[src/rtl/uart_dl.sv]
// UART download engine: receives A5/addr/data[/chk] packets, issues one bus write, and replies with a status byte.
// Optional checksum byte and CHK state are enabled by defining UART_DL_CHKSUM_EN.
module uart_dl #(
  parameter int CLK_FREQ    = 50000000,
  parameter int BAUD        = 115200,
  parameter int TIMEOUT_CYC = 500000
) (
  input  logic        clk,
  input  logic        rst,
  input  logic        uart_rx_pin,
  output logic        uart_tx_pin,
  output logic [31:0] m_addr_o,
  output logic [31:0] m_data_o,
  output logic        m_req_o,
  output logic        m_wr_en_o,
  input  logic        m_grant_i,
  output logic        dl_active_o
);
  localparam int BIT_CYC = CLK_FREQ / BAUD;
  localparam int CW      = $clog2(BIT_CYC + 1);
  localparam int TW      = $clog2(TIMEOUT_CYC + 1);
  localparam logic [CW-1:0] BIT_LAST  = CW'(BIT_CYC - 1);
  localparam logic [CW-1:0] HALF_LAST = CW'(BIT_CYC / 2 - 1);
  localparam logic [TW-1:0] TO_LAST   = TW'(TIMEOUT_CYC - 1);

  typedef enum logic [1:0] {RX_IDLE, RX_START, RX_DATA, RX_STOP} rx_st_t;
  typedef enum logic [2:0] {HDR, ADDR, DATA,
`ifdef UART_DL_CHKSUM_EN
    CHK,
`endif
    WRITE, ACK} st_t;

  logic          rx_s1_q, rx_s1_d, rx_s2_q, rx_s2_d, rx_prev_q, rx_prev_d;
  rx_st_t        rx_st_q, rx_st_d;
  logic [CW-1:0] rx_cnt_q, rx_cnt_d;
  logic [2:0]    rx_bit_q, rx_bit_d;
  logic [7:0]    rx_sh_q, rx_sh_d;
  logic          rx_vld_q, rx_vld_d;
  logic          tx_busy_q, tx_busy_d, tx_pin_q, tx_pin_d;
  logic [CW-1:0] tx_cnt_q, tx_cnt_d;
  logic [3:0]    tx_bit_q, tx_bit_d;
  logic [9:0]    tx_sh_q, tx_sh_d;
  st_t           st_q, st_d;
  logic [1:0]    byte_cnt_q, byte_cnt_d;
  logic [31:0]   addr_q, addr_d, data_q, data_d, m_addr_q, m_addr_d, m_data_q, m_data_d;
  logic [7:0]    chk_q, chk_d;
  logic [TW-1:0] to_q, to_d;
  logic          active_q, active_d, req_q, req_d;
  logic          tx_done, start_ack, go_wr, tmo;
  logic [7:0]    ack_code;

  always_comb begin
    rx_s1_d = uart_rx_pin; rx_s2_d = rx_s1_q; rx_prev_d = rx_s2_q;
    rx_st_d = rx_st_q; rx_cnt_d = rx_cnt_q; rx_bit_d = rx_bit_q; rx_sh_d = rx_sh_q; rx_vld_d = 1'b0;
    tx_busy_d = tx_busy_q; tx_pin_d = tx_pin_q; tx_cnt_d = tx_cnt_q; tx_bit_d = tx_bit_q; tx_sh_d = tx_sh_q;
    st_d = st_q; byte_cnt_d = byte_cnt_q; addr_d = addr_q; data_d = data_q; chk_d = chk_q; to_d = to_q;
    active_d = active_q; req_d = req_q; m_addr_d = m_addr_q; m_data_d = m_data_q;
    tx_done = 1'b0; start_ack = 1'b0; go_wr = 1'b0; tmo = 1'b0; ack_code = 8'h00;

    case (rx_st_q)
      RX_IDLE: if (rx_prev_q && !rx_s2_q) begin rx_st_d = RX_START; rx_cnt_d = '0; end
      RX_START:
        if (rx_cnt_q == HALF_LAST) begin
          rx_cnt_d = '0; rx_bit_d = '0;
          rx_st_d = rx_s2_q ? RX_IDLE : RX_DATA;
        end else rx_cnt_d = rx_cnt_q + CW'(1);
      RX_DATA:
        if (rx_cnt_q == BIT_LAST) begin
          rx_cnt_d = '0;
          rx_sh_d = {rx_s2_q, rx_sh_q[7:1]};
          rx_bit_d = rx_bit_q + 3'd1;
          if (rx_bit_q == 3'd7) rx_st_d = RX_STOP;
        end else rx_cnt_d = rx_cnt_q + CW'(1);
      RX_STOP:
        if (rx_cnt_q == BIT_LAST) begin
          rx_cnt_d = '0; rx_vld_d = rx_s2_q; rx_st_d = RX_IDLE;
        end else rx_cnt_d = rx_cnt_q + CW'(1);
      default: rx_st_d = RX_IDLE;
    endcase

    // tx_sh holds the remaining frame; pin always shows its LSB
    if (tx_busy_q) begin
      if (tx_cnt_q == BIT_LAST) begin
        tx_cnt_d = '0;
        if (tx_bit_q == 4'd9) begin
          tx_busy_d = 1'b0; tx_done = 1'b1;
        end else begin
          tx_bit_d = tx_bit_q + 4'd1;
          tx_sh_d = {1'b1, tx_sh_q[9:1]};
          tx_pin_d = tx_sh_q[1];
        end
      end else tx_cnt_d = tx_cnt_q + CW'(1);
    end

    case (st_q)
      HDR:
        if (rx_vld_q && rx_sh_q == 8'hA5) begin
          st_d = ADDR; active_d = 1'b1; byte_cnt_d = '0; chk_d = '0; to_d = '0;
        end
      ADDR:
        if (rx_vld_q) begin
          to_d = '0; addr_d = {rx_sh_q, addr_q[31:8]}; chk_d = chk_q ^ rx_sh_q;
          byte_cnt_d = byte_cnt_q + 2'd1;
          if (byte_cnt_q == 2'd3) st_d = DATA;
        end else tmo = 1'b1;
      DATA:
        if (rx_vld_q) begin
          to_d = '0; data_d = {rx_sh_q, data_q[31:8]}; chk_d = chk_q ^ rx_sh_q;
          byte_cnt_d = byte_cnt_q + 2'd1;
          if (byte_cnt_q == 2'd3) begin
`ifdef UART_DL_CHKSUM_EN
            st_d = CHK;
`else
            if (addr_q[1:0] == 2'b00) go_wr = 1'b1;
            else begin start_ack = 1'b1; ack_code = 8'hEE; end
`endif
          end
        end else tmo = 1'b1;
`ifdef UART_DL_CHKSUM_EN
      CHK:
        if (rx_vld_q) begin
          if (rx_sh_q == chk_q && addr_q[1:0] == 2'b00) go_wr = 1'b1;
          else begin start_ack = 1'b1; ack_code = 8'hEE; end
        end else tmo = 1'b1;
`endif
      WRITE:
        if (m_grant_i) begin req_d = 1'b0; start_ack = 1'b1; ack_code = 8'h5A; end
      ACK:
        if (tx_done) begin st_d = HDR; active_d = 1'b0; end
      default: st_d = HDR;
    endcase

    // data_d already carries the final data byte when DATA jumps straight to WRITE
    if (go_wr) begin
      st_d = WRITE; req_d = 1'b1; m_addr_d = addr_q; m_data_d = data_d;
    end
    if (start_ack) begin
      st_d = ACK; tx_busy_d = 1'b1; tx_cnt_d = '0; tx_bit_d = '0;
      tx_sh_d = {1'b1, ack_code, 1'b0}; tx_pin_d = 1'b0;
    end
    if (tmo) begin
      if (to_q == TO_LAST) begin
        st_d = HDR; active_d = 1'b0; to_d = '0; byte_cnt_d = '0;
      end else to_d = to_q + TW'(1);
    end
  end

  always_ff @(posedge clk or posedge rst) begin
    if (rst) begin
      rx_s1_q <= 1'b1; rx_s2_q <= 1'b1; rx_prev_q <= 1'b1;
      rx_st_q <= RX_IDLE; rx_cnt_q <= '0; rx_bit_q <= '0; rx_sh_q <= '0; rx_vld_q <= 1'b0;
      tx_busy_q <= 1'b0; tx_pin_q <= 1'b1; tx_cnt_q <= '0; tx_bit_q <= '0; tx_sh_q <= '1;
      st_q <= HDR; byte_cnt_q <= '0; addr_q <= '0; data_q <= '0; chk_q <= '0; to_q <= '0;
      active_q <= 1'b0; req_q <= 1'b0; m_addr_q <= '0; m_data_q <= '0;
    end else begin
      rx_s1_q <= rx_s1_d; rx_s2_q <= rx_s2_d; rx_prev_q <= rx_prev_d;
      rx_st_q <= rx_st_d; rx_cnt_q <= rx_cnt_d; rx_bit_q <= rx_bit_d; rx_sh_q <= rx_sh_d; rx_vld_q <= rx_vld_d;
      tx_busy_q <= tx_busy_d; tx_pin_q <= tx_pin_d; tx_cnt_q <= tx_cnt_d; tx_bit_q <= tx_bit_d; tx_sh_q <= tx_sh_d;
      st_q <= st_d; byte_cnt_q <= byte_cnt_d; addr_q <= addr_d; data_q <= data_d; chk_q <= chk_d; to_q <= to_d;
      active_q <= active_d; req_q <= req_d; m_addr_q <= m_addr_d; m_data_q <= m_data_d;
    end
  end

  assign uart_tx_pin = tx_pin_q;
  assign m_addr_o    = m_addr_q;
  assign m_data_o    = m_data_q;
  assign m_req_o     = req_q;
  assign m_wr_en_o   = req_q;
  assign dl_active_o = active_q;
endmodule

[config.mk]
export PLATFORM = sky130hd
export DESIGN_NAME = uart_dl
export DESIGN_NICKNAME = d
export VERILOG_FILES = /design/src/rtl/uart_dl.sv
export SDC_FILE = /design/constraint.sdc
export NUM_CORES = 1
export LEC_CHECK = 0
export BUFFER_PORTS_ARGS = -buffer_cell sky130_fd_sc_hd__buf_2
export CAP_MARGIN = 30
export CORE_ASPECT_RATIO = 0.8
export CORE_MARGIN = 4
export CORE_UTILIZATION = 59
export DETAILED_ROUTE_END_ITERATION = 6
export GPL_TIMING_DRIVEN = 1
export PLACE_DENSITY_LB_ADDON = 0.1
export SYNTH_ARGS = -nofsm -noshare
export SYNTH_HDL_FRONTEND = slang
export SYNTH_SLANG_ARGS = --single-unit
[constraint.sdc]
create_clock -name clk -period 8.9 [get_ports clk]
set_input_delay 1.78 -clock clk [delete_from_list [all_inputs] [get_ports clk]]
set_output_delay 1.78 -clock clk [all_outputs]
set_load 0.03 [all_outputs]
# Word-level counts from Yosys, hierarchy flattened
# Index checks and enable logic that the tools add are counted.
# word_totals
register_bits	205
inputBits	4
out_inout_bits	68
elab_cells	156
# op_classes
addsub	6
n_eq_ne	23
n_mux	83
n_reduce_logical	22
# op_table
op	count
19-bit 2-to-1 mux	4
32-bit 2-to-1 mux	2
9-bit 2-to-1 mux	6
10-bit 2-to-1 mux	4
19-bit case mux with 2 select lines	1
1-bit 2-to-1 mux	30
3-bit 2-to-1 mux	10
9-bit case mux with 3 select lines	1
8-bit 2-to-1 mux	3
2-bit 2-to-1 mux	10
19-bit by 1-bit adder with 19-bit output, second input constant	1
19-bit equality test, second input constant	1
9-bit by 1-bit adder with 9-bit output, second input constant	2
9-bit equality test, second input constant	2
4-bit 2-to-1 mux	4
8-bit case mux with 2 select lines	1
2-bit != test, second input constant	6
3-bit case mux with 4 select lines	1
2-bit nonzero test	5
9-bit by 8-bit equality test with 1-bit output, second input constant	1
3-bit AND reduction	3
8-bit equality test, second input constant	1
2-bit case mux with 4 select lines	1
7-bit 2-to-1 mux	1
22 further kinds	33

# Depth between registers and ports, before layout
# Gate-level depths: netlist of the first run.
# depth
word_depth	10
mapped_depth	9
depth_no_buf	7

# Worst setup path after synthesis of the first run
# No wires, ideal clock.
# synth_path
path_kind	input to register
start	input m_grant_i
end	register tx_cnt_q[2]
setup_time_ns	0.121
arrival_time_ns	2.478
t_required_ns	8.779
setup_slack_ns	6.300
stages	5
path_buffers	1
path_cell_list	nand4_1 > and2_0 > clkbuf_1 > nand2_1 > nor2_1
# synth_via
elab_chain_len	3
word_cells_on_any_way	4
classes_between	mux (3); reduce/logical (1)
# synth_rtl
element	line	rtl
start: declaration	16	input logic m_grant_i,
1-bit 2-to-1 mux *	127	if (m_grant_i) begin req_d = 1'b0; start_ack = 1'b1; ack_code = 8'h5A; end
1-bit case mux with 2 select lines *	95	case (st_q)
9-bit 2-to-1 mux / 2-bit nonzero test (equally long branches)	-	
end signal: assignment	158	tx_busy_q <= tx_busy_d; tx_pin_q <= tx_pin_d; tx_cnt_q <= tx_cnt_d; tx_bit_q <= tx_bit_d; tx_sh_q <= tx_sh_d;
end: declaration	40	logic [CW-1:0] tx_cnt_q, tx_cnt_d;
# Every way passes the cells marked *; elsewhere a longest branch is shown, timed or not.
# A chain may end at the register's enable or synchronous reset.

# Final worst setup path of the first run
# layout_path
start	register st_q[1]
end	register m_data_q[16] (netlist: m_data_o[16])
# layout_via
elab_chain_len	2
word_cells_on_any_way	3
classes_between	eq/ne (1); mux (2)
# layout_rtl
element	line	rtl
start: declaration	43	st_t st_q, st_d;
start signal: assignment	159	st_q <= st_d; byte_cnt_q <= byte_cnt_d; addr_q <= addr_d; data_q <= data_d; chk_q <= chk_d; to_q <= to_d;
3-bit by 2-bit equality test with 1-bit output *	95	
32-bit 2-to-1 mux / 1-bit 2-to-1 mux (equally long branches)	95	
end signal: assignment	160	active_q <= active_d; req_q <= req_d; m_addr_q <= m_addr_d; m_data_q <= m_data_d;
end: declaration	45	logic [31:0] addr_q, addr_d, data_q, data_d, m_addr_q, m_addr_d, m_data_q, m_data_d;
# Marked as above.

==> impl_metrics.ini, run 1 <==
[status]
outcome = completed

[synthesis]
yosysMostFrequentCell = dfrtp_1
syn-num-nets = 675
avgSynthCellArea_um2 = 13.09
ys_warn_count = 0
synth_top_area_cell = dfrtp_1
synth_cell_types = 62
synth_area_leaders = dfrtp_1 (55%), mux2_2 (18%), dfstp_2 (3.6%), nand2_1 (1.7%), ha_1 (1.6%)
synth_flop_cell = dfrtp_1
synth_largest_type_area_fraction = 0.5531
async_flop_share = 1.000
ys_ff_latch = 203
synth_edf_count = 0
syn_inst = 660
ys_seq_area_frac = 0.5895
netlist_top_cells_count = dfrtp_1 (191), mux2_2 (135), nand2_1 (38), nor2_1 (27)
syn_area_mm2 = 0.008642

[power_and_ir_drop]
comb_power_share = 0.037
irDropWorstVdd_mv = 0.1977
swShare = 0.2165
p_int_mw = 1.494
leakagePower_nw = 4.901
power_density_mw_per_mm2 = 194.3
switching_power_mw = 0.4129
clkPwrFrac = 0.461
p_seq_frac = 0.502

[die]
coreArea_mm2 = 0.01430
dieArea_mm2 = 0.01666
die_width_um = 143.3
die-height_um = 116.3
initial_core_util = 0.6044
fp-row-count = 39
design.portCount = 72

[sta]
finalMaxSlewViolations = 0
hold_viol_final = 0
worst_pin_slew_ns = 0.9520
tns_ns = 0
finalSetupViolCount = 0
timing.final.crit_share = 0.4093
slew_headroom = 0.3626
period_needed_ns = 3.643
fmaxAchievable_ghz = 0.2745
skew_ns = 0.01496
rsz0062_at_grt = no
hold_ws_ns = 0.3632

[drt]
vias = 5350
ant_nets = 0
drt_iter0_markers = 340
first_pass_iters = 5
wl_per_cell_um = 17.54
viasPerCell = 5.759
drc_errors = 0
drt_wl_total_um = 16300

[clock_network]
cts_resized = 0
clk_pin_slew_ns = 0.06
htreeDepth = 1
cts_tree = built
clk_latency_ns = 0.50
hold_buffers = 0
cts_buffers = 21
clk_path_buf_depth = 3
clock_sinks = 203
cts_setup_buffers = 0
clockRootBuffer = clkbuf_16

[worst_setup_path]
end_kind = flop
startpoint_type = flop
critPathArrivalTime_ns = 4.02
path_max_fanout = 46
critPathKind = reg2reg
required_ns = 9.28

[grt]
grt_pass1_wl_um = 27630
grtUsageTotal = 0.2032
overflow = 0
grt_max_degree = 145
antenna_found_initial = 0
first_global_vias = 5338

[final_layout]
nets = 745
fillers = 1023
layout-area-overhead-vs-synth_pct = 13.59
diodes = 0
instances_no_fill = 929
drive_gt1_frac = 0.3638

[placed_design]
dp_cells = 890
hpwl_um = 10780
routabilityCongestion = 0.8520
io_buffers = 71

[min_path]
hold_class = reg2reg

[job]
max-cap-violations = 0
## path summary, 6_finish.rpt
path,startpoint,to,slack (ns),cells after the start
max in group asynchronous,rst,m_data_o[8],6.12,4
min in group asynchronous,rst,data_q[13],1.20,2
min reg2reg,rx_s1_q,rx_prev_d,0.36,0
max reg2reg,st_q[1],m_data_o[16],5.26,5
max,st_q[1],m_data_o[16],5.26,5
min,rx_s1_q,rx_prev_d,0.36,0
## metal layers
metal / GRT usage / wire length [um] / vias up
met5: 0 / 0 / -
met4: 0.04078 / 244 / 0
met3: 0.03848 / 708 / 20
met2: 0.3182 / 7739 / 101
met1: 0.3036 / 7605 / 2714
li1: - / - / 2515
## critical path: stages (launching register included)
cell,delay [ns]
dfrtp_1,0.56
and4bb_2,0.91
nand2_1,0.20
nor3_4,0.77
buf_4,0.62
mux2_2,0.41
## state kept, by name, summed over array words and instances, names as in the netlist, 2 cells and up, named ones only
signal / cells
rx_sh_q: 8
byte_cnt_q: 2
to_q: 19
st_q: 3
tx_cnt_q: 9
m_addr_o: 32
tx_sh_q: 9
addr_q: 32
rx_bit_q: 3
rx_cnt_q: 9
tx_bit_q: 4
data_q: 32
m_data_o: 32
## through the flow
step / util / area [um^2] / setup WS [ns] / power (mW)
3_3_place_gp: 0.6361 / 9095 / 5.347 / 1.039
3_5_place_dp: 0.6361 / 9095 / 5.257 / 1.044
2_1_floorplan: - / 8642 / 1.601 / 1.023
5_1_grt: 0.6866 / 9817 / 5.001 / 1.978
4_1_cts: 0.6847 / 9789 / 5.232 / 1.923
6_report: 0.6866 / 9817 / 5.257 / 1.907
## cell type report
cell class                 count  area [um^2]  share of cell area
clock buffer                  32        606.8             0.06181
clock inverter                 6        87.58            0.008922
inverter                      22        90.09            0.009177
multi-input combinational    406         3294              0.3356
sequential                   203         5095              0.5190
tap                          184        230.2             0.02345
timing repair buffer          76        412.9             0.04206
## kinds of logic (layout without fill, tap and decap cells)
kind of cell,count (synthesis),in the layout,share of synthesized area
fa+ha+maj,11,11,0.01593
buf+inv,51,136,0.03069
mux,143,143,0.1852
xor+xnor,14,14,0.01419
simple gates,150,150,0.09744
compound gates,88,88,0.06703
flops,203,203,0.5895
## cell usage in the layout (no fill, tap or decap), drive strengths merged, types with 3 or more instances in the layout
cell     count
xnor2        6
xor2         8
a21oi       20
and3         8
nor2        27
nand4bb      3
and4         3
nand2       38
ha          11
nor2b        7
dfstp       12
a21o         4
and2         5
nor4         5
a211oi       3
a31oi       13
mux2i        8
a22o         5
buf         76
nand4       10
or3          8
mux2       135
inv         24
nand2b       4
clkbuf      32
nand3       11
o21ai       23
nor3         9
dfrtp      191
## power by group through the flow
stage	clock network [mW]	logic, mW	registers (mW)
after floorplan	0	0.0550	0.968
after global placement	0	0.0655	0.973
after detailed placement	0	0.0700	0.974
after CTS	0.896	0.0694	0.958
after global routing	0.936	0.0827	0.959
final	0.879	0.0697	0.958
Power figures use the tool's default switching activity.
==> run 2: changes to the inputs <==
CORE_UTILIZATION = 54   (was 59)
clock period = 3.3 ns   (was 8.9 ns; I/O delays follow)
==> run 2 against run 1 <==
Sequential cell count unchanged; sequential share of layout area down 0.68 points; utilization fell by 5.5 points; critical path depth is 2 higher; clock power rose to 2.8 times the previous value; hold slack lost 0.17 ns; total power grew to 2.7 times the previous value; largest power group unchanged; die area rose by 8.7%; routed wire length shrank 1.0%; first-iteration DRC count is 32% lower; non-clock buffer count up 4.
==> impl_metrics.ini, run 2 (synthesized netlist as in run 1, its figures left out) <==
[worst_setup_path]
crit_path_end = rx_bit_q[0]
rr_worst_depth = 7
rr_endpoint = rx_bit_q[0]
startpoint_type = flop
critPathKind = reg2reg
end_kind = flop
timing.rr.start = rx_cnt_q[1]
critPathLaunch = rx_cnt_q[1]
required_ns = 3.68
path_max_fanout = 12
r2r_setup_slack_ns = 0.76
critPathArrivalTime_ns = 2.92

[drt]
wl_per_cell_um = 16.70
drc_errors = 0
first_pass_iters = 4
vias = 5327
viasPerCell = 5.514
ant_nets = 0
drt_wl_total_um = 16130
drt_iter0_markers = 232

[power_and_ir_drop]
power_density_mw_per_mm2 = 523.2
total_power_mw = 5.205
irDropWorstVdd_mv = 0.3871
leakagePower_nw = 4.948

[final_layout]
drive_gt1_frac = 0.3728
diodes = 0
final_cell_mix = dfrtp_1 (191), mux2_2 (135), buf_2 (71), nand2_1 (38), nor2_1 (27)
nets = 750
layout_commonest_cell = dfrtp_1
layout-area-overhead-vs-synth_pct = 15.10
fillers = 1212
final_core_util = 0.6316

[sta]
fmaxAchievable_ghz = 0.3937
slew_headroom = 0.3527
finalMaxSlewViolations = 0
finalSetupViolCount = 0
skew_ns = 0.01671
tns_ns = 0
period_needed_ns = 2.540
worst_pin_slew_ns = 0.9709
hold_ws_ns = 0.1951
final.setup.worst_slack_ns = 0.7597
timing.final.crit_share = 0.7698
rsz0062_at_grt = no
hold_viol_final = 0

[clock_network]
cts_tree = built
cts_buffers = 22
clk_latency_ns = 0.50
hold_buffers = 0
clock_sinks = 203
cts_resized = 0
clk_pin_slew_ns = 0.06
clockRootBuffer = clkbuf_16
htreeDepth = 1
cts_setup_buffers = 0
clk_path_buf_depth = 3

[die]
dieArea_mm2 = 0.01810
die-height_um = 121.2
coreArea_mm2 = 0.01575
design.portCount = 72
initial_core_util = 0.5487
die_width_um = 149.4
fp-row-count = 41

[grt]
first_global_vias = 5439
grt_util_met1 = 0.2600
grt_pass1_wl_um = 27710
use_met2 = 0.3088
gr-max-usage-layer = met2
use_met3 = 0.02913
grtUsageTotal = 0.1853
antenna_found_initial = 0
grt_max_degree = 70
overflow = 0

[placed_design]
routabilityCongestion = 0.8118
io_buffers = 71
dp_slack_ns = 0.8084
hpwl_um = 10630

[job]
max-cap-violations = 0

[min_path]
hold_class = in2async

[status]
outcome = completed
## run 2: where the power goes
part           leakage [nW]  switching (mW)  internal, mW
Clock                 0.370           0.941          1.49
Combinational          1.82           0.117        0.0733
Sequential             2.76          0.0572          2.53
## run 2: metrics by stage
step / area (um^2) / std cells
CTS: 9947 / 966
floorplan: 8646 / 660
global route: 9947 / 966
detailed placement: 9205 / 926
global placement: 9205 / 926
finish: 9947 / 966
## run 2: per-layer routing
layer	share of wire	up-vias
met5	0	-
li1	-	2524
met4	0.015	0
met1	0.46	2726
met2	0.50	59
met3	0.025	18
## run 2: worst max-delay path: stages (launching register included)
cell	delay, ns
dfrtp_1	0.41
inv_1	0.11
ha_1	0.17
nand4b_1	0.12
or4_4	0.48
nor3b_2	0.71
a21oi_1	0.12
mux2_2	0.30
## run 2: area by class of cell
| cell class | instances | area [um^2] | area share |
|---|---|---|---|
| clock inverter | 6 | 66.31 | 0.006667 |
| sequential | 203 | 5095 | 0.5122 |
| multi-input combinational | 406 | 3294 | 0.3312 |
| tap | 215 | 269.0 | 0.02704 |
| clock buffer | 34 | 675.6 | 0.06792 |
| inverter | 22 | 86.33 | 0.008679 |
| timing repair buffer | 80 | 460.4 | 0.04629 |
## run 2: worst min-delay path by stage
stage,start,endpoint,slack [ns],cells after the start
6_report,rst,m_addr_o[9],0.20,2
5_1_grt,rst,m_addr_o[9],0.21,2
4_1_cts,rst,m_addr_o[9],0.19,2
3_5_place_dp,rx_s1_q,rx_prev_d,0.35,0
3_3_place_gp,rx_s1_q,rx_prev_d,0.35,0
2_1_floorplan,rx_s1_q,rx_prev_d,0.35,0
==> run 3: changes to the inputs <==
CORE_UTILIZATION = 59   (was 54)
clock period = 2.4 ns   (was 3.3 ns; I/O delays follow)
==> run 3 against run 2 <==
Global-route usage rose by 1.6 points; worst setup slack lost 0.55 ns; largest power group unchanged; sequential cell count unchanged; final cell count down 2.6%; largest cell class unchanged.
==> impl_metrics.ini, run 3 (synthesized netlist as in run 1, its figures left out) <==
[worst_setup_path]
required_ns = 2.78
critPathArrivalTime_ns = 2.57
cp.buffers_inverters = 2
end_kind = flop
timing.rr.start = rx_cnt_q[1]
rr_endpoint = rx_bit_q[0]
critPathSlowestCell = or4_4
startpoint_type = flop
r2r_setup_slack_ns = 0.21
max_stage_delay_ns = 0.48
critPathKind = reg2reg
timing.critical_path.cells = inv_1 -> ha_1 -> nand4b_1 -> or4_4 -> nor3b_2 -> buf_4 -> a21oi_1 -> mux2_2
path_max_fanout = 12
critPathTopFamily = simple AND/OR/NAND/NOR gates
rr_worst_depth = 8

[die]
die_width_um = 143.3
die-height_um = 116.3
design.portCount = 72
dieArea_mm2 = 0.01666
coreArea_mm2 = 0.01430
initial_core_util = 0.6044
fp-row-count = 39

[clock_network]
cts_setup_buffers = 0
clk_latency_ns = 0.49
clock_sinks = 203
cts_buffers = 20
clk_pin_slew_ns = 0.06
clockRootBuffer = clkbuf_16
htreeDepth = 1
cts_resized = 0
clk_path_buf_depth = 3
cts_tree = built
hold_buffers = 0

[final_layout]
diodes = 0
fillers = 984
nets = 758
drive_gt1_frac = 0.3712
layout-area-overhead-vs-synth_pct = 14.54
final_cell_mix = dfrtp_1 (191), mux2_2 (135), buf_2 (71), nand2_1 (38), nor2_1 (27)
layout_commonest_cell = dfrtp_1
instances_no_fill = 941
final_area_mm2 = 0.009898

[placed_design]
io_buffers = 71
placed_area_mm2 = 0.009241
hpwl_um = 10810
dp_cells = 905
routabilityCongestion = 0.8212

[sta]
skew_ns = 0.007254
hold_ws_ns = 0.06019
slew_headroom = 0.4572
rsz0062_at_grt = no
hold_viol_final = 0
worst_pin_slew_ns = 0.8103
finalMaxSlewViolations = 0
finalSetupViolCount = 0
fmaxAchievable_ghz = 0.4557
timing.final.crit_share = 0.9143
period_needed_ns = 2.194

[power_and_ir_drop]
total_power_mw = 6.942
power_density_mw_per_mm2 = 701.3
irDropWorstVdd_mv = 0.6708
leakagePower_nw = 4.951

[drt]
vias = 5359
drc_errors = 0
drt_wl_total_um = 16110
first_pass_iters = 5
viasPerCell = 5.695
ant_nets = 0
wl_per_cell_um = 17.12
drt_iter0_markers = 328

[grt]
first_global_vias = 5455
grtUsageTotal = 0.2008
grt_pass1_wl_um = 27540
overflow = 0
grt_max_degree = 74
antenna_found_initial = 0

[status]
outcome = completed

[min_path]
hold_class = in2async

[job]
max-cap-violations = 0
-- run 3: changes by cell type in the layout (fill, tap and decap cells not counted), sizes merged --
| cell | delta |
|---|---|
| clkbuf | -2 |
| clkinv | -3 |
| buf | +10 |
| bufinv | +1 |
-- run 3: worst max path at each step --
stage	start	to	slack, ns	cells past startpoint
final	rx_cnt_q[1]	rx_bit_q[0]	0.21	8
after global placement	rx_cnt_q[1]	rx_sh_q[0]	0.34	7
after global routing	rx_cnt_q[1]	rx_bit_q[0]	0.08	8
after CTS	rx_cnt_q[1]	rx_bit_q[0]	0.20	8
after floorplan	rst	async pin	-0.70	1
after detailed placement	rx_cnt_q[1]	rx_bit_q[0]	0.23	8
-- run 3: worst reg2reg max path, stage by stage, from the launching register on --
cell      delay (ns)
dfrtp_1         0.42
inv_1           0.12
ha_1            0.15
nand4b_1        0.12
or4_4           0.48
nor3b_2         0.21
buf_4           0.22
a21oi_1         0.08
mux2_2          0.29
-- run 3: where the power goes --
part           switching [mW]  internal (mW)  leakage (nW)  total, mW
clock                    1.25           1.86         0.318       3.11
sequential             0.0816           3.48          2.76       3.56
combinational           0.167          0.104          1.88      0.270
total                    1.50           5.44          4.95       6.94
-- run 3: metal layers --
| layer | up-vias | track usage | routed length (um) |
|---|---|---|---|
| met5 | - | 0 | 0 |
| met4 | 0 | 0.04266 | 255 |
| met3 | 21 | 0.03193 | 520 |
| li1 | 2540 | - | - |
| met1 | 2712 | 0.2813 | 7296 |
| met2 | 86 | 0.3392 | 8035 |
-- run 3: per-stage QoR --
step	utilization	worst slack (ns)	TNS (ns)
5_1_grt	0.6923	0.08349	0
4_1_cts	0.6923	0.2018	0
3_5_place_dp	0.6464	0.2269	0
6_report	0.6923	0.2057	0
2_1_floorplan	-	-0.7005	-134.18
3_3_place_gp	0.6464	0.3380	0
-- run 3: cell type report --
type / instances / area, um^2 / share of cell area
Timing Repair Buffer: 90 / 535.5 / 0.05410
Inverter: 22 / 86.33 / 0.008722
Tap cell: 184 / 230.2 / 0.02326
Clock inverter: 4 / 81.33 / 0.008216
Multi-Input combinational cell: 406 / 3294 / 0.3328
Clock buffer: 32 / 575.6 / 0.05815
Sequential cell: 203 / 5095 / 0.5147
